<file path="src/rtl/scope_pkg.sv">
// Shared definitions for the oscilloscope trace renderer.
//   - default display window and grid geometry
//   - overlay colours for the grid and the window border
//   - the per-channel sample type and the packed VGA pixel record used by
//     the renderer's timing delay line
package scope_pkg;

  localparam int DEF_SAMPLE_W  = 12;
  localparam int DEF_H_ORIGIN  = 16;
  localparam int DEF_V_BOTTOM  = 560;
  localparam int DEF_WIDTH     = 512;
  localparam int DEF_HEIGHT    = 512;
  localparam int DEF_GRID_STEP = 64;

  localparam logic [11:0] GRID_COLOR   = 12'h444;
  localparam logic [11:0] BORDER_COLOR = 12'hfff;

  typedef logic [11:0]             rgb_t;
  typedef logic [DEF_SAMPLE_W-1:0] sample_t;

  // One pixel's worth of VGA timing plus colour.
  typedef struct packed {
    logic [10:0] vcount;
    logic        vsync;
    logic        vblnk;
    logic [10:0] hcount;
    logic        hsync;
    logic        hblnk;
    rgb_t        rgb;
  } vga_t;

endpackage

</file>
<file path="src/rtl/vga_if.sv">
// VGA pixel stream: timing counters, sync, blanking and 12-bit colour.
//   modport in  : consumer side (all fields are inputs)
//   modport out : producer side (all fields are outputs)
interface vga_if;
  logic [10:0] vcount;
  logic        vsync;
  logic        vblnk;
  logic [10:0] hcount;
  logic        hsync;
  logic        hblnk;
  logic [11:0] rgb;

  modport in  (input  vcount, vsync, vblnk, hcount, hsync, hblnk, rgb);
  modport out (output vcount, vsync, vblnk, hcount, hsync, hblnk, rgb);
endinterface

</file>
<file path="src/rtl/draw_trace_hit.sv">
// Per-channel trace hit detector.
//   clk, rst            : clock, synchronous active-high reset
//   sample              : RAM read data for this channel
//   scale_shift         : right shift applied to the sample
//   y_offset, _neg      : vertical shift in pixels and its direction
//   enable              : channel draw enable
//   first_px            : current pixel is the first window pixel of a line
//   idx_changed         : sample index differs from the previous pixel's
//   row                 : plot row of the current pixel (0 = bottom)
//   hit                 : row lies on the segment from the previous sample
//                         to the current one (combinational)
module draw_trace_hit
  import scope_pkg::*;
#(
  parameter int SAMPLE_W = DEF_SAMPLE_W,
  parameter int HEIGHT   = DEF_HEIGHT,
  parameter int ROW_W    = 11
) (
  input  logic                clk,
  input  logic                rst,
  input  logic [SAMPLE_W-1:0] sample,
  input  logic [3:0]          scale_shift,
  input  logic [10:0]         y_offset,
  input  logic                y_offset_neg,
  input  logic                enable,
  input  logic                first_px,
  input  logic                idx_changed,
  input  logic [ROW_W-1:0]    row,
  output logic                hit
);

  localparam int Y_W = $clog2(HEIGHT);
  // Two bits beyond the wider operand: a sign bit plus carry room, so the
  // largest sample plus the largest offset saturates instead of wrapping.
  localparam int SUM_W = ((SAMPLE_W > 11) ? SAMPLE_W : 11) + 2;
  localparam logic signed [SUM_W-1:0] Y_MAX = SUM_W'(HEIGHT - 1);

  logic [SAMPLE_W-1:0]     shifted;
  logic signed [SUM_W-1:0] y_sum;
  logic [Y_W-1:0]          y;
  logic [Y_W-1:0]          last_y;   // y of the previous pixel
  logic [Y_W-1:0]          prev_y;   // y of the previous distinct sample
  logic [Y_W-1:0]          seg_y;
  logic [Y_W-1:0]          lo;
  logic [Y_W-1:0]          hi;

  always_comb begin
    shifted = sample >> scale_shift;
    if (y_offset_neg) begin
      y_sum = $signed(SUM_W'(shifted)) - $signed(SUM_W'(y_offset));
    end else begin
      y_sum = $signed(SUM_W'(shifted)) + $signed(SUM_W'(y_offset));
    end

    if (y_sum[SUM_W-1]) begin
      y = '0;
    end else if (y_sum > Y_MAX) begin
      y = Y_W'(HEIGHT - 1);
    end else begin
      y = y_sum[Y_W-1:0];
    end

    // Segment start: collapses to a point at the line start, moves to the
    // last pixel's y whenever the sample index advances, otherwise holds.
    if (first_px) begin
      seg_y = y;
    end else if (idx_changed) begin
      seg_y = last_y;
    end else begin
      seg_y = prev_y;
    end

    lo  = (seg_y < y) ? seg_y : y;
    hi  = (seg_y < y) ? y : seg_y;
    hit = enable && (row >= ROW_W'(lo)) && (row <= ROW_W'(hi));
  end

  always_ff @(posedge clk) begin
    if (rst) begin
      prev_y <= '0;
      last_y <= '0;
    end else begin
      prev_y <= seg_y;
      last_y <= y;
    end
  end

endmodule

</file>
<file path="src/rtl/draw_scope_traces.sv">
// Multi-channel oscilloscope trace renderer overlaid on a VGA stream.
//   clk, rst                  : clock, synchronous active-high reset
//   in                        : incoming VGA timing and colour
//   out                       : same timing delayed 3 cycles, composited rgb
//   sample_addr               : shared read address for all channel RAMs
//   sample_data               : RAM read data, one cycle after sample_addr
//   x_offset, x_offset_neg    : horizontal pan in samples and direction
//   y_offset, y_offset_neg    : vertical shift in pixels and direction
//   scale_shift               : sample right shift
//   h_zoom                    : pixels per sample = 1 << h_zoom
//   ch_enable, ch_color       : per-channel draw enable and colour
// Controls are captured on the rising edge of in.vblnk and only the captured
// copies drive rendering, so a frame is always drawn with one setting.
// Pipeline: cycle t pixel -> sample_addr at t+1 -> sample_data at t+2 ->
// hit/composite registered into out at t+3.
module draw_scope_traces
  import scope_pkg::*;
#(
  parameter int CHANNELS  = 2,
  parameter int SAMPLE_W  = DEF_SAMPLE_W,
  parameter int DEPTH     = 256,
  parameter int ADDR_W    = $clog2(DEPTH),
  parameter int H_ORIGIN  = DEF_H_ORIGIN,
  parameter int V_BOTTOM  = DEF_V_BOTTOM,
  parameter int WIDTH     = DEF_WIDTH,
  parameter int HEIGHT    = DEF_HEIGHT,
  parameter int GRID_STEP = DEF_GRID_STEP
) (
  input  logic                         clk,
  input  logic                         rst,
  vga_if.in                            in,
  vga_if.out                           out,
  output logic [ADDR_W-1:0]            sample_addr,
  input  logic [CHANNELS*SAMPLE_W-1:0] sample_data,
  input  logic [ADDR_W-1:0]            x_offset,
  input  logic                         x_offset_neg,
  input  logic [10:0]                  y_offset,
  input  logic                         y_offset_neg,
  input  logic [3:0]                   scale_shift,
  input  logic [1:0]                   h_zoom,
  input  logic [CHANNELS-1:0]          ch_enable,
  input  logic [CHANNELS*12-1:0]       ch_color
);

  localparam logic [10:0] H_LO      = 11'(H_ORIGIN);
  localparam logic [10:0] H_HI      = 11'(H_ORIGIN + WIDTH);
  localparam logic [10:0] V_LO      = 11'(V_BOTTOM - HEIGHT);
  localparam logic [10:0] V_HI      = 11'(V_BOTTOM);
  localparam logic [10:0] GRID_MASK = 11'(GRID_STEP - 1);

  // Frame latch
  logic                   vblnk_q;
  logic                   frame_latch;
  logic [ADDR_W-1:0]      sh_x_offset;
  logic                   sh_x_neg;
  logic [10:0]            sh_y_offset;
  logic                   sh_y_neg;
  logic [3:0]             sh_scale;
  logic [1:0]             sh_zoom;
  logic [CHANNELS-1:0]    sh_enable;
  logic [CHANNELS*12-1:0] sh_color;

  assign frame_latch = in.vblnk & ~vblnk_q;

  always_ff @(posedge clk) begin
    if (rst) begin
      vblnk_q     <= 1'b0;
      sh_x_offset <= '0;
      sh_x_neg    <= 1'b0;
      sh_y_offset <= '0;
      sh_y_neg    <= 1'b0;
      sh_scale    <= '0;
      sh_zoom     <= '0;
      sh_enable   <= '0;
      sh_color    <= '0;
    end else begin
      vblnk_q <= in.vblnk;
      if (frame_latch) begin
        sh_x_offset <= x_offset;
        sh_x_neg    <= x_offset_neg;
        sh_y_offset <= y_offset;
        sh_y_neg    <= y_offset_neg;
        sh_scale    <= scale_shift;
        sh_zoom     <= h_zoom;
        sh_enable   <= ch_enable;
        sh_color    <= ch_color;
      end
    end
  end

  // S0: address generation; the index wraps naturally at ADDR_W bits.
  logic [10:0]       x0;
  logic [10:0]       xz;
  logic [ADDR_W-1:0] idx0;
  vga_t              px0;

  always_comb begin
    x0   = in.hcount - H_LO;
    xz   = x0 >> sh_zoom;
    idx0 = sh_x_neg ? (xz[ADDR_W-1:0] - sh_x_offset)
                    : (xz[ADDR_W-1:0] + sh_x_offset);
    px0  = '{vcount: in.vcount, vsync: in.vsync, vblnk: in.vblnk,
             hcount: in.hcount, hsync: in.hsync, hblnk: in.hblnk,
             rgb: in.rgb};
  end

  // Timing delay line and index tracking
  vga_t              d1;
  vga_t              d2;
  logic [ADDR_W-1:0] idx_d2;
  logic [ADDR_W-1:0] last_idx;

  always_ff @(posedge clk) begin
    if (rst) begin
      d1          <= '0;
      d2          <= '0;
      sample_addr <= '0;
      idx_d2      <= '0;
      last_idx    <= '0;
    end else begin
      d1          <= px0;
      d2          <= d1;
      sample_addr <= idx0;
      idx_d2      <= sample_addr;
      last_idx    <= idx_d2;
    end
  end

  // S2: window, grid, border and per-channel hits
  logic [10:0]         row2;
  logic [10:0]         x2;
  logic                win;
  logic                grid;
  logic                border;
  logic                first_px;
  logic                idx_changed;
  logic [CHANNELS-1:0] raw_hit;

  always_comb begin
    row2        = V_HI - d2.vcount;
    x2          = d2.hcount - H_LO;
    win         = (d2.hcount >= H_LO) && (d2.hcount <= H_HI) &&
                  (d2.vcount >= V_LO) && (d2.vcount <= V_HI);
    grid        = win && (((x2 & GRID_MASK) == '0) || ((row2 & GRID_MASK) == '0));
    border      = win && ((d2.hcount == H_LO) || (d2.hcount == H_HI) ||
                          (d2.vcount == V_LO) || (d2.vcount == V_HI));
    first_px    = (d2.hcount == H_LO);
    idx_changed = (idx_d2 != last_idx);
  end

  for (genvar c = 0; c < CHANNELS; c++) begin : g_ch
    draw_trace_hit #(
      .SAMPLE_W (SAMPLE_W),
      .HEIGHT   (HEIGHT),
      .ROW_W    (11)
    ) u_hit (
      .clk          (clk),
      .rst          (rst),
      .sample       (sample_data[c*SAMPLE_W +: SAMPLE_W]),
      .scale_shift  (sh_scale),
      .y_offset     (sh_y_offset),
      .y_offset_neg (sh_y_neg),
      .enable       (sh_enable[c]),
      .first_px     (first_px),
      .idx_changed  (idx_changed),
      .row          (row2),
      .hit          (raw_hit[c])
    );
  end

  // Priority mux: lowest-numbered channel is applied last so it wins.
  rgb_t rgb_mux;

  always_comb begin
    rgb_mux = d2.rgb;
    if (grid) rgb_mux = GRID_COLOR;
    if (border) rgb_mux = BORDER_COLOR;
    for (int c = CHANNELS - 1; c >= 0; c--) begin
      if (raw_hit[c] && win) rgb_mux = sh_color[c*12 +: 12];
    end
    if (d2.hblnk || d2.vblnk) rgb_mux = '0;
  end

  always_ff @(posedge clk) begin
    if (rst) begin
      out.vcount <= '0;
      out.vsync  <= 1'b0;
      out.vblnk  <= 1'b0;
      out.hcount <= '0;
      out.hsync  <= 1'b0;
      out.hblnk  <= 1'b0;
      out.rgb    <= '0;
    end else begin
      out.vcount <= d2.vcount;
      out.vsync  <= d2.vsync;
      out.vblnk  <= d2.vblnk;
      out.hcount <= d2.hcount;
      out.hsync  <= d2.hsync;
      out.hblnk  <= d2.hblnk;
      out.rgb    <= rgb_mux;
    end
  end

endmodule

</file>
<file path="src/flat_wrapper.sv">
// flat-port wrapper written by rule: the top's interface ports become plain ports
module draw_scope_traces_flat import scope_pkg::*;
#(
  parameter int CHANNELS  = 2,
  parameter int SAMPLE_W  = DEF_SAMPLE_W,
  parameter int DEPTH     = 256,
  parameter int ADDR_W    = $clog2(DEPTH),
  parameter int H_ORIGIN  = DEF_H_ORIGIN,
  parameter int V_BOTTOM  = DEF_V_BOTTOM,
  parameter int WIDTH     = DEF_WIDTH,
  parameter int HEIGHT    = DEF_HEIGHT,
  parameter int GRID_STEP = DEF_GRID_STEP
)
  (clk, rst, sample_addr, sample_data, x_offset, x_offset_neg, y_offset, y_offset_neg, scale_shift, h_zoom, ch_enable, ch_color, in_vcount, in_vsync, in_vblnk, in_hcount, in_hsync, in_hblnk, in_rgb, out_vcount, out_vsync, out_vblnk, out_hcount, out_hsync, out_hblnk, out_rgb);
  vga_if in_i ();
  vga_if out_i ();
  input  logic clk;
  input  logic rst;
  output logic [ADDR_W-1:0] sample_addr;
  input  logic [CHANNELS*SAMPLE_W-1:0] sample_data;
  input  logic [ADDR_W-1:0] x_offset;
  input  logic x_offset_neg;
  input  logic [10:0] y_offset;
  input  logic y_offset_neg;
  input  logic [3:0] scale_shift;
  input  logic [1:0] h_zoom;
  input  logic [CHANNELS-1:0] ch_enable;
  input  logic [CHANNELS*12-1:0] ch_color;
  input wire logic [$bits(in_i.vcount)-1:0] in_vcount;
  input wire logic [$bits(in_i.vsync)-1:0] in_vsync;
  input wire logic [$bits(in_i.vblnk)-1:0] in_vblnk;
  input wire logic [$bits(in_i.hcount)-1:0] in_hcount;
  input wire logic [$bits(in_i.hsync)-1:0] in_hsync;
  input wire logic [$bits(in_i.hblnk)-1:0] in_hblnk;
  input wire logic [$bits(in_i.rgb)-1:0] in_rgb;
  output wire logic [$bits(out_i.vcount)-1:0] out_vcount;
  output wire logic [$bits(out_i.vsync)-1:0] out_vsync;
  output wire logic [$bits(out_i.vblnk)-1:0] out_vblnk;
  output wire logic [$bits(out_i.hcount)-1:0] out_hcount;
  output wire logic [$bits(out_i.hsync)-1:0] out_hsync;
  output wire logic [$bits(out_i.hblnk)-1:0] out_hblnk;
  output wire logic [$bits(out_i.rgb)-1:0] out_rgb;
  assign in_i.vcount = in_vcount;
  assign in_i.vsync = in_vsync;
  assign in_i.vblnk = in_vblnk;
  assign in_i.hcount = in_hcount;
  assign in_i.hsync = in_hsync;
  assign in_i.hblnk = in_hblnk;
  assign in_i.rgb = in_rgb;
  assign out_vcount = out_i.vcount;
  assign out_vsync = out_i.vsync;
  assign out_vblnk = out_i.vblnk;
  assign out_hcount = out_i.hcount;
  assign out_hsync = out_i.hsync;
  assign out_hblnk = out_i.hblnk;
  assign out_rgb = out_i.rgb;
  draw_scope_traces #(.CHANNELS(CHANNELS), .SAMPLE_W(SAMPLE_W), .DEPTH(DEPTH), .ADDR_W(ADDR_W), .H_ORIGIN(H_ORIGIN), .V_BOTTOM(V_BOTTOM), .WIDTH(WIDTH), .HEIGHT(HEIGHT), .GRID_STEP(GRID_STEP)) u_core (.clk(clk), .rst(rst), .in(in_i), .out(out_i), .sample_addr(sample_addr), .sample_data(sample_data), .x_offset(x_offset), .x_offset_neg(x_offset_neg), .y_offset(y_offset), .y_offset_neg(y_offset_neg), .scale_shift(scale_shift), .h_zoom(h_zoom), .ch_enable(ch_enable), .ch_color(ch_color));
endmodule
</file>
<file path="config.mk">
export PLATFORM = sky130hd
export DESIGN_NAME = draw_scope_traces_flat
export DESIGN_NICKNAME = d
export VERILOG_FILES = /design/src/rtl/scope_pkg.sv /design/src/rtl/vga_if.sv /design/src/rtl/draw_trace_hit.sv /design/src/rtl/draw_scope_traces.sv /design/src/flat_wrapper.sv
export SDC_FILE = /design/constraint.sdc
export NUM_CORES = 1
export LEC_CHECK = 0
export CAP_MARGIN = 20
export CORE_ASPECT_RATIO = 0.6
export CORE_MARGIN = 2
export CORE_UTILIZATION = 50
export DETAILED_ROUTE_END_ITERATION = 8
export GPL_ROUTABILITY_DRIVEN = 1
export MAX_ROUTING_LAYER = met4
export PLACE_DENSITY_LB_ADDON = 0.2
export SLEW_MARGIN = 0
export SYNTH_ARGS = -nofsm -noshare
export SYNTH_HDL_FRONTEND = slang
export SYNTH_SLANG_ARGS = --single-unit
</file>
<file path="constraint.sdc">
create_clock -name clk -period 13.9 [get_ports clk]
set_input_delay 3.475 -clock clk [delete_from_list [all_inputs] [get_ports clk]]
set_output_delay 3.475 -clock clk [all_outputs]
set_load 0.02 [all_outputs]
</file>
==> impl_metrics.ini, run 1 <==
[sta]
tightest_slew_ns = 1.02
setup_viol = 0
hold_ws_ns = 0.434
slew_viol_final = 0
timing.final.ws_setup_ns = 1.24
slew_headroom_pct = 32.2
fin_tns_setup_ns = 0
rsz0062_at_grt = false
hold_violations = 0
fin_crit_ns = 12.66
clock_skew_ns = 0.0124
min_period_over_period_pct = 91.1
fmax_mhz = 79.0

[global_routing]
grt_pass1_wl_um = 56900
antenna_found_initial = 0
grt_pass1_vias = 10400
grt_usage_pct = 26.2
overflow = 0
grt_max_degree = 116

[synth]
ys_types = 74
synth_commonest_cells = dfxtp_1, nand2_1, nor2b_1
syn-cell-area_um2 = 13300
ys_ff_latch = 227
synth_ff_type = dfxtp_1
synth_top_area_share_pct = 34.3
ys_seq_area_share_pct = 34.3
synth.most_common_cell = dfxtp_1
yosys_warnings = 0
yosysTopAreaCell = dfxtp_1
synthArstFlopShare_pct = 0
synth_nets = 1773
synth-edff-count = 0
yosys-top-cells-area = dfxtp_1, ha_1, nor2b_1, nand2_1, a21oi_1
syn_inst = 1544
avgSynthCellArea_um2 = 8.59

[pwr]
finalPower_mw = 2.11
power_frac_comb_pct = 37.0
pwr-share-clk_pct = 28.1
ir_drop_uv = 88.5
powerDensity_nw_per_um2 = 133
internal_power_mw = 1.38
switching_share_pct = 34.6
p_switching_uw = 730
seqPwrFrac_pct = 35.0
p_leak_nw = 6.50

[clock_network]
cts.sinks = 227
cts_resized = 0
cts_tree = done
ctsHoldBuffers = 0
clkTransAtPathRegs_ns = 0.06
cts_buffers = 23
clock-root-buffer = clkbuf_16
clock_latency_ns = 0.52
post_cts_buffers = 0
htreeDepth = 1
clockBufferDepth = 3

[placed_design]
place.gp.congestion = 1.01
pre_cts_slack_ns = 0.857
dp_hpwl_um = 26900
io_buffers = 162

[worst_setup_path]
timing.rr.start = u_core.sh_scale[0]
crit_path_max_fanout = 12
critPathKind = input port to flip-flop
required_ns = 14.29
max_stage_delay_ns = 0.83
ff2ff_path_depth = 37
worstReg2RegEnd = u_core.out.rgb[1]
worstSetupStartpoint = sample_data[16]
arrival_ns = 13.06
endpoint_kind = flip-flop
rrSetupSlack_ns = 3.93
crit_path_start_kind = input port
slowest_stage = or4b_1

[cells_and_area]
fillers = 2391
n_antenna_cell = 0
fin_nets = 1886
drive_above_1_share_pct = 7.24
post-route-util_pct = 60.3
syn2layout_area_growth_pct = 19.2

[route]
firstDrtPassIters = 5
viasPerCell = 5.59
drtIter0Drc = 874
wl_per_cell_um = 17.7
drcViolationCount = 0
vias = 11400
drtAntennaViolNets = 0
wirelength_um = 35900

[floorplanning]
die_w_um = 214
rows = 46
coreArea_um2 = 26200
start_util_pct = 50.6
die_y_um = 130
die-area_um2 = 27900
io_pins = 163

[status]
outcome = finished clean

[worst_hold_path]
min_from = u_core.d1[4]
hold_path_depth = 1
min_path_type = flip-flop to flip-flop
holdPathEnd = u_core.d2[4]

[flow_run]
maxCapViolCount = 0
==> worst max-delay path: cells and delay by family <==
| kind | cells | cell delay (ns) |
|---|---|---|
| buffers and inverters | 3 | 0.72 |
| adders and majority gates | 3 | 0.90 |
| and+or+nand+nor | 9 | 2.54 |
| muxes | 4 | 1.47 |
| AOI/OAI and AO/OA | 18 | 3.94 |
==> routing by layer <==
| metal | GRT usage (%) | part of all wire [%] | vias to the layer above |
|---|---|---|---|
| li1 | - | - | 5602 |
| met1 | 38.7 | 51 | 5343 |
| met2 | 36.1 | 39 | 370 |
| met3 | 6.85 | 8.7 | 35 |
| met4 | 3.72 | 1.0 | 0 |
| met5 | - | 0 | - |
==> state kept, by name, summed over array words and instances, names as in the netlist, 11 cells and up <==
name and count:
u_core.sh_color 24, u_core.out.hcount 11, u_core.out.vcount 11, u_core.g_ch.u_hit.last_y 18, u_core.g_ch.u_hit.prev_y 18, u_core.out.rgb 12, u_core.d1 38, u_core.sh_y_offset 11
u_core.d2 38
==> how the worst max path moves through the flow <==
stage | endpoint | depth (start not counted)
floorplan | u_core.out.rgb[1] | 38
global placement | u_core.out.rgb[3] | 37
detailed placement | u_core.out.rgb[3] | 37
CTS | u_core.out.rgb[5] | 37
global route | u_core.out.rgb[7] | 37
finish | u_core.out.rgb[1] | 37
==> metrics by stage <==
step / cells / instance area [um2]
floorplan: 1544 / 13300
global placement: 1992 / 15100
detailed placement: 1992 / 15100
CTS: 2032 / 15800
global route: 2032 / 15800
finish: 2032 / 15800
==> cell usage in the layout, fill, tap and decap left out, types with 17 or more instances in the layout <==
cell               n
xnor2_1           42
a21o_1            31
inv_1             62
nor2_1           110
dfxtp_1          227
ha_1             107
clkbuf_16         23
nor3_1            20
clkdlybuf4s50_1  161
o21ai_0           51
a21oi_1          121
nor2b_1          132
mux2_2            38
nand2_1          185
mux2i_1           57
o21a_1            17
==> area by class of cell <==
| class | count | area [um2] | area share, % |
|---|---|---|---|
| clock buffer | 29 | 628 | 3.97 |
| clock inverter | 11 | 75.1 | 0.475 |
| inverter | 62 | 233 | 1.47 |
| multi-input combinational | 1170 | 8180 | 51.7 |
| sequential | 227 | 4540 | 28.7 |
| tap | 360 | 450 | 2.85 |
| timing repair buffer | 173 | 1710 | 10.8 |
==> power by group through the flow <==
| stage | combinational [mW] | clock (mW) | sequential, mW |
|---|---|---|---|
| after CTS | 0.772 | 0.604 | 0.737 |
| final | 0.780 | 0.592 | 0.738 |
| after detailed placement | 0.767 | 0 | 0.751 |
| after floorplan | 0.549 | 0 | 0.750 |
| after global placement | 0.753 | 0 | 0.750 |
| after global routing | 0.863 | 0.630 | 0.743 |
==> logic make-up after synthesis <==
family          count (synthesis)  share of synthesized area (%)
compound gates                350                           17.2
xor+xnor                       48                           3.17
fa+ha+maj                     114                           11.0
buf+inv                       147                           4.23
flops                         227                           34.3
mux                           111                           9.93
simple gates                  547                           20.2
No activity file was read; power rests on OpenSTA's default activity.
==> run 2, diff against run 1 <==
- CTS_CLUSTER_SIZE: unset -> 16
- TNS_END_PERCENT: unset -> 5
==> impl_metrics.ini, run 2 (synthesized netlist as in run 1, its figures left out) <==
[floorplanning]
rows = 46
die_y_um = 130
io_pins = 163
die-area_um2 = 27900
start_util_pct = 50.6
coreArea_um2 = 26200
die_w_um = 214

[cells_and_area]
stdcell_count = 2032
fin_nets = 1886
drive_above_1_share_pct = 7.36
fillers = 2363
n_antenna_cell = 0
mostFrequentLayoutCell = dfxtp_1
post-route-util_pct = 60.6
syn2layout_area_growth_pct = 19.8
reg.largest.list = u_core.d1 x38, u_core.d2 x38, u_core.sh_color x24
final_cell_mix = dfxtp_1, nand2_1, clkdlybuf4s50_1

[worst_setup_path]
cp.buffers_inverters = 3
max_stage_delay_ns = 0.83
critPathKind = input port to flip-flop
crit_path_max_fanout = 12
endpoint_kind = flip-flop
arrival_ns = 13.02
crit_path_start_kind = input port
required_ns = 14.28
slowest_stage = or4b_1
cp_top_family = compound AO/OA/AOI/OAI gates

[sta]
tightest_slew_ns = 1.02
timing.final.ws_setup_ns = 1.26
fin_tns_setup_ns = 0
setup_viol = 0
slew_headroom_pct = 32.0
rsz0062_at_grt = false
min_period_over_period_pct = 90.9
fmax_mhz = 79.1
slew_viol_final = 0
hold_violations = 0
clock_skew_ns = 0.0110
fin_crit_ns = 12.64

[route]
drcViolationCount = 0
wl_per_cell_um = 17.8
wirelength_um = 36200
vias = 11400
firstDrtPassIters = 5
viasPerCell = 5.60
drtAntennaViolNets = 0
drtIter0Drc = 1025

[clock_network]
cts_resized = 0
clock-root-buffer = clkbuf_16
post_cts_buffers = 0
htreeDepth = 1
ctsHoldBuffers = 0
cts.sinks = 227
clockBufferDepth = 3
cts_buffers = 23
clock_latency_ns = 0.52
cts_tree = done
clkTransAtPathRegs_ns = 0.06

[placed_design]
io_buffers = 162
place.gp.congestion = 1.01
pre_cts_slack_ns = 0.857
place_inst = 1992
dp_hpwl_um = 26900

[pwr]
internal_power_mw = 1.43
p_leak_nw = 6.53
ir_drop_uv = 95.9
p_switching_uw = 733
finalPower_mw = 2.17
powerDensity_nw_per_um2 = 136
switching_share_pct = 33.8
pwr-share-clk_pct = 29.8
seqPwrFrac_pct = 34.1
power_frac_comb_pct = 36.1

[worst_hold_path]
min_path_type = flip-flop to flip-flop

[status]
outcome = finished clean

[global_routing]
grt_max_degree = 116
grt_pass1_wl_um = 57100
antenna_found_initial = 0
grt_usage_pct = 26.4
grt_pass1_vias = 10500
overflow = 0

[flow_run]
maxCapViolCount = 0
==> run 2: power by group through the flow <==
| stage | registers [mW] | logic, mW | clock network (mW) |
|---|---|---|---|
| finish | 0.738 | 0.783 | 0.646 |
| global route | 0.744 | 0.864 | 0.688 |
| CTS | 0.738 | 0.773 | 0.657 |
| detailed placement | 0.751 | 0.767 | 0 |
| global placement | 0.750 | 0.753 | 0 |
| floorplan | 0.750 | 0.549 | 0 |
==> run 2: worst reg2reg max path, delay by kind of cell, from the launching register on <==
kind                       cells  cell delay (ns)
AOI/OAI and AO/OA             18             3.96
and+or+nand+nor                9             2.52
muxes                          4             1.53
adders and majority gates      3             0.91
buffers and inverters          3             0.61
DFF                            1             0.31
==> run 2: final timing paths <==
kind                            slack [ns]                from           endpoint  cells after the start
worst max register to register        3.95  u_core.sh_scale[0]  u_core.out.rgb[7]                     37
worst max-delay path                  1.26     sample_data[16]  u_core.out.rgb[7]                     37
worst min register to register        0.43        u_core.d1[4]       u_core.d2[4]                      1
worst min-delay path                  0.43        u_core.d1[4]       u_core.d2[4]                      1
==> run 2: final cells by class <==
cell class / count / area, um2 / share of cell area (%)
multi-input combinational: 1170 / 8180 / 51.5
sequential: 227 / 4540 / 28.6
timing repair buffer: 173 / 1710 / 10.7
clock buffer: 27 / 621 / 3.90
tap: 360 / 450 / 2.83
inverter: 62 / 233 / 1.46
clock inverter: 13 / 163 / 1.02
==> run 2: per-stage QoR <==
step / instance area (um2) / hold WS [ns]
3_3_place_gp: 15100 / 0.415
5_1_grt: 15900 / 0.458
4_1_cts: 15900 / 0.437
6_report: 15900 / 0.433
3_5_place_dp: 15100 / 0.422
2_1_floorplan: 13300 / 0.414
==> run 2: per-layer routing <==
metal | vias up | GRT usage, % | part of all wire, %
li1 | 5595 | - | -
met2 | 388 | 36.4 | 39
met4 | 0 | 3.31 | 0.72
met5 | - | - | 0
met1 | 5371 | 38.9 | 51
met3 | 21 | 7.04 | 8.8
==> run 3, diff against run 2 <==
- CORE_UTILIZATION: 50 -> 35
==> impl_metrics.ini, run 3 (synthesized netlist as in run 1, its figures left out) <==
[status]
outcome = finished clean

[floorplanning]
coreArea_um2 = 37500
die_w_um = 255
die_y_um = 155
rows = 55
io_pins = 163
start_util_pct = 35.4
die-area_um2 = 39500

[clock_network]
post_cts_buffers = 0
cts_buffers = 24
cts_tree = done
clock-root-buffer = clkbuf_16
cts.sinks = 227
htreeDepth = 1
clock_latency_ns = 0.54
clockBufferDepth = 3
cts_resized = 0
ctsHoldBuffers = 0
clkTransAtPathRegs_ns = 0.07

[pwr]
internal_power_mw = 1.47
power_frac_comb_pct = 35.5
seqPwrFrac_pct = 33.1
pwr-share-clk_pct = 31.3
powerDensity_nw_per_um2 = 137
p_leak_nw = 6.57
ir_drop_uv = 82.7
switching_share_pct = 33.9
finalPower_mw = 2.22
p_switching_uw = 753

[global_routing]
grt_max_degree = 125
antenna_found_initial = 1
grt_pass1_vias = 10500
overflow = 0
grt_usage_pct = 19.3
grt_pass1_wl_um = 59400

[route]
drtAntennaViolNets = 0
drcViolationCount = 0
wirelength_um = 37900
drtIter0Drc = 875
firstDrtPassIters = 5
viasPerCell = 5.15
wl_per_cell_um = 17.3
vias = 11300

[sta]
slew_headroom_pct = 24.6
slew_viol_final = 0
clock_skew_ns = 0.0174
min_period_over_period_pct = 88.4
timing.final.ws_setup_ns = 1.61
tightest_slew_ns = 1.10
fmax_mhz = 81.4
fin_tns_setup_ns = 0
hold_violations = 0
setup_viol = 0
rsz0062_at_grt = false
fin_crit_ns = 12.29

[placed_design]
place_inst = 2146
dp_hpwl_um = 28300
io_buffers = 162
pre_cts_slack_ns = 1.21
place.gp.congestion = 0.931

[worst_setup_path]
arrival_ns = 12.69
endpoint_kind = flip-flop
required_ns = 14.30
crit_cells = 38
cp.buffers_inverters = 4
critPathKind = input port to flip-flop
max_stage_delay_ns = 0.82
cp_top_family = compound AO/OA/AOI/OAI gates
ff2ff_path_depth = 38
slowest_stage = or4b_1
crit_path_max_fanout = 12
crit_path_start_kind = input port

[cells_and_area]
fin_nets = 1888
stdcell_count = 2189
mostFrequentLayoutCell = dfxtp_1
n_antenna_cell = 0
fillers = 3701
reg.largest.list = u_core.d1 x38, u_core.d2 x38, u_core.sh_color x24
final_cell_mix = dfxtp_1, nand2_1, clkdlybuf4s50_1
drive_above_1_share_pct = 7.58
syn2layout_area_growth_pct = 21.9

[flow_run]
maxCapViolCount = 0

[worst_hold_path]
min_path_type = flip-flop to flip-flop
hold_path_depth = 1
[run 3: cell type report]
type	instances	area, um2	share of cell area (%)
clock inverters	12	164	1.01
well taps	513	642	3.97
inverters	62	233	1.44
multi-input cells	1170	8190	50.6
clock buffers	31	688	4.26
repair buffers	174	1710	10.6
flip-flops and latches	227	4540	28.1
[run 3: worst paths after layout]
kind | end | slack [ns] | startpoint
worst max register to register | u_core.out.rgb[11] | 4.29 | u_core.sh_scale[0]
worst max-delay path | u_core.out.rgb[11] | 1.61 | sample_data[16]
worst min-delay path | u_core.d2[17] | 0.43 | u_core.d1[17]
worst min register to register | u_core.d2[17] | 0.43 | u_core.d1[17]
[run 3: power by group through the flow]
stage	combinational [mW]	sequential (mW)	clock, mW
2_1_floorplan	0.549	0.750	0
3_3_place_gp	0.768	0.748	0
3_5_place_dp	0.777	0.750	0
4_1_cts	0.782	0.735	0.715
5_1_grt	0.879	0.741	0.738
6_report	0.789	0.735	0.695
[run 3: per-layer routing]
metal | wire [um] | global-route usage (%) | up-vias
met4 | 413 | 2.80 | 0
met5 | 0 | - | -
met2 | 14800 | 26.2 | 330
met3 | 2630 | 3.79 | 26
li1 | - | - | 5610
met1 | 20000 | 29.4 | 5315
[run 3: per-stage QoR]
stage / instance area, um2 / hold WS (ns) / utilization [%]
6_report: 16200 / 0.429 / 43.1
5_1_grt: 16200 / 0.450 / 43.1
4_1_cts: 16200 / 0.436 / 43.1
3_5_place_dp: 15300 / 0.420 / 40.8
3_3_place_gp: 15300 / 0.418 / 40.8
2_1_floorplan: 13300 / 0.414 / -
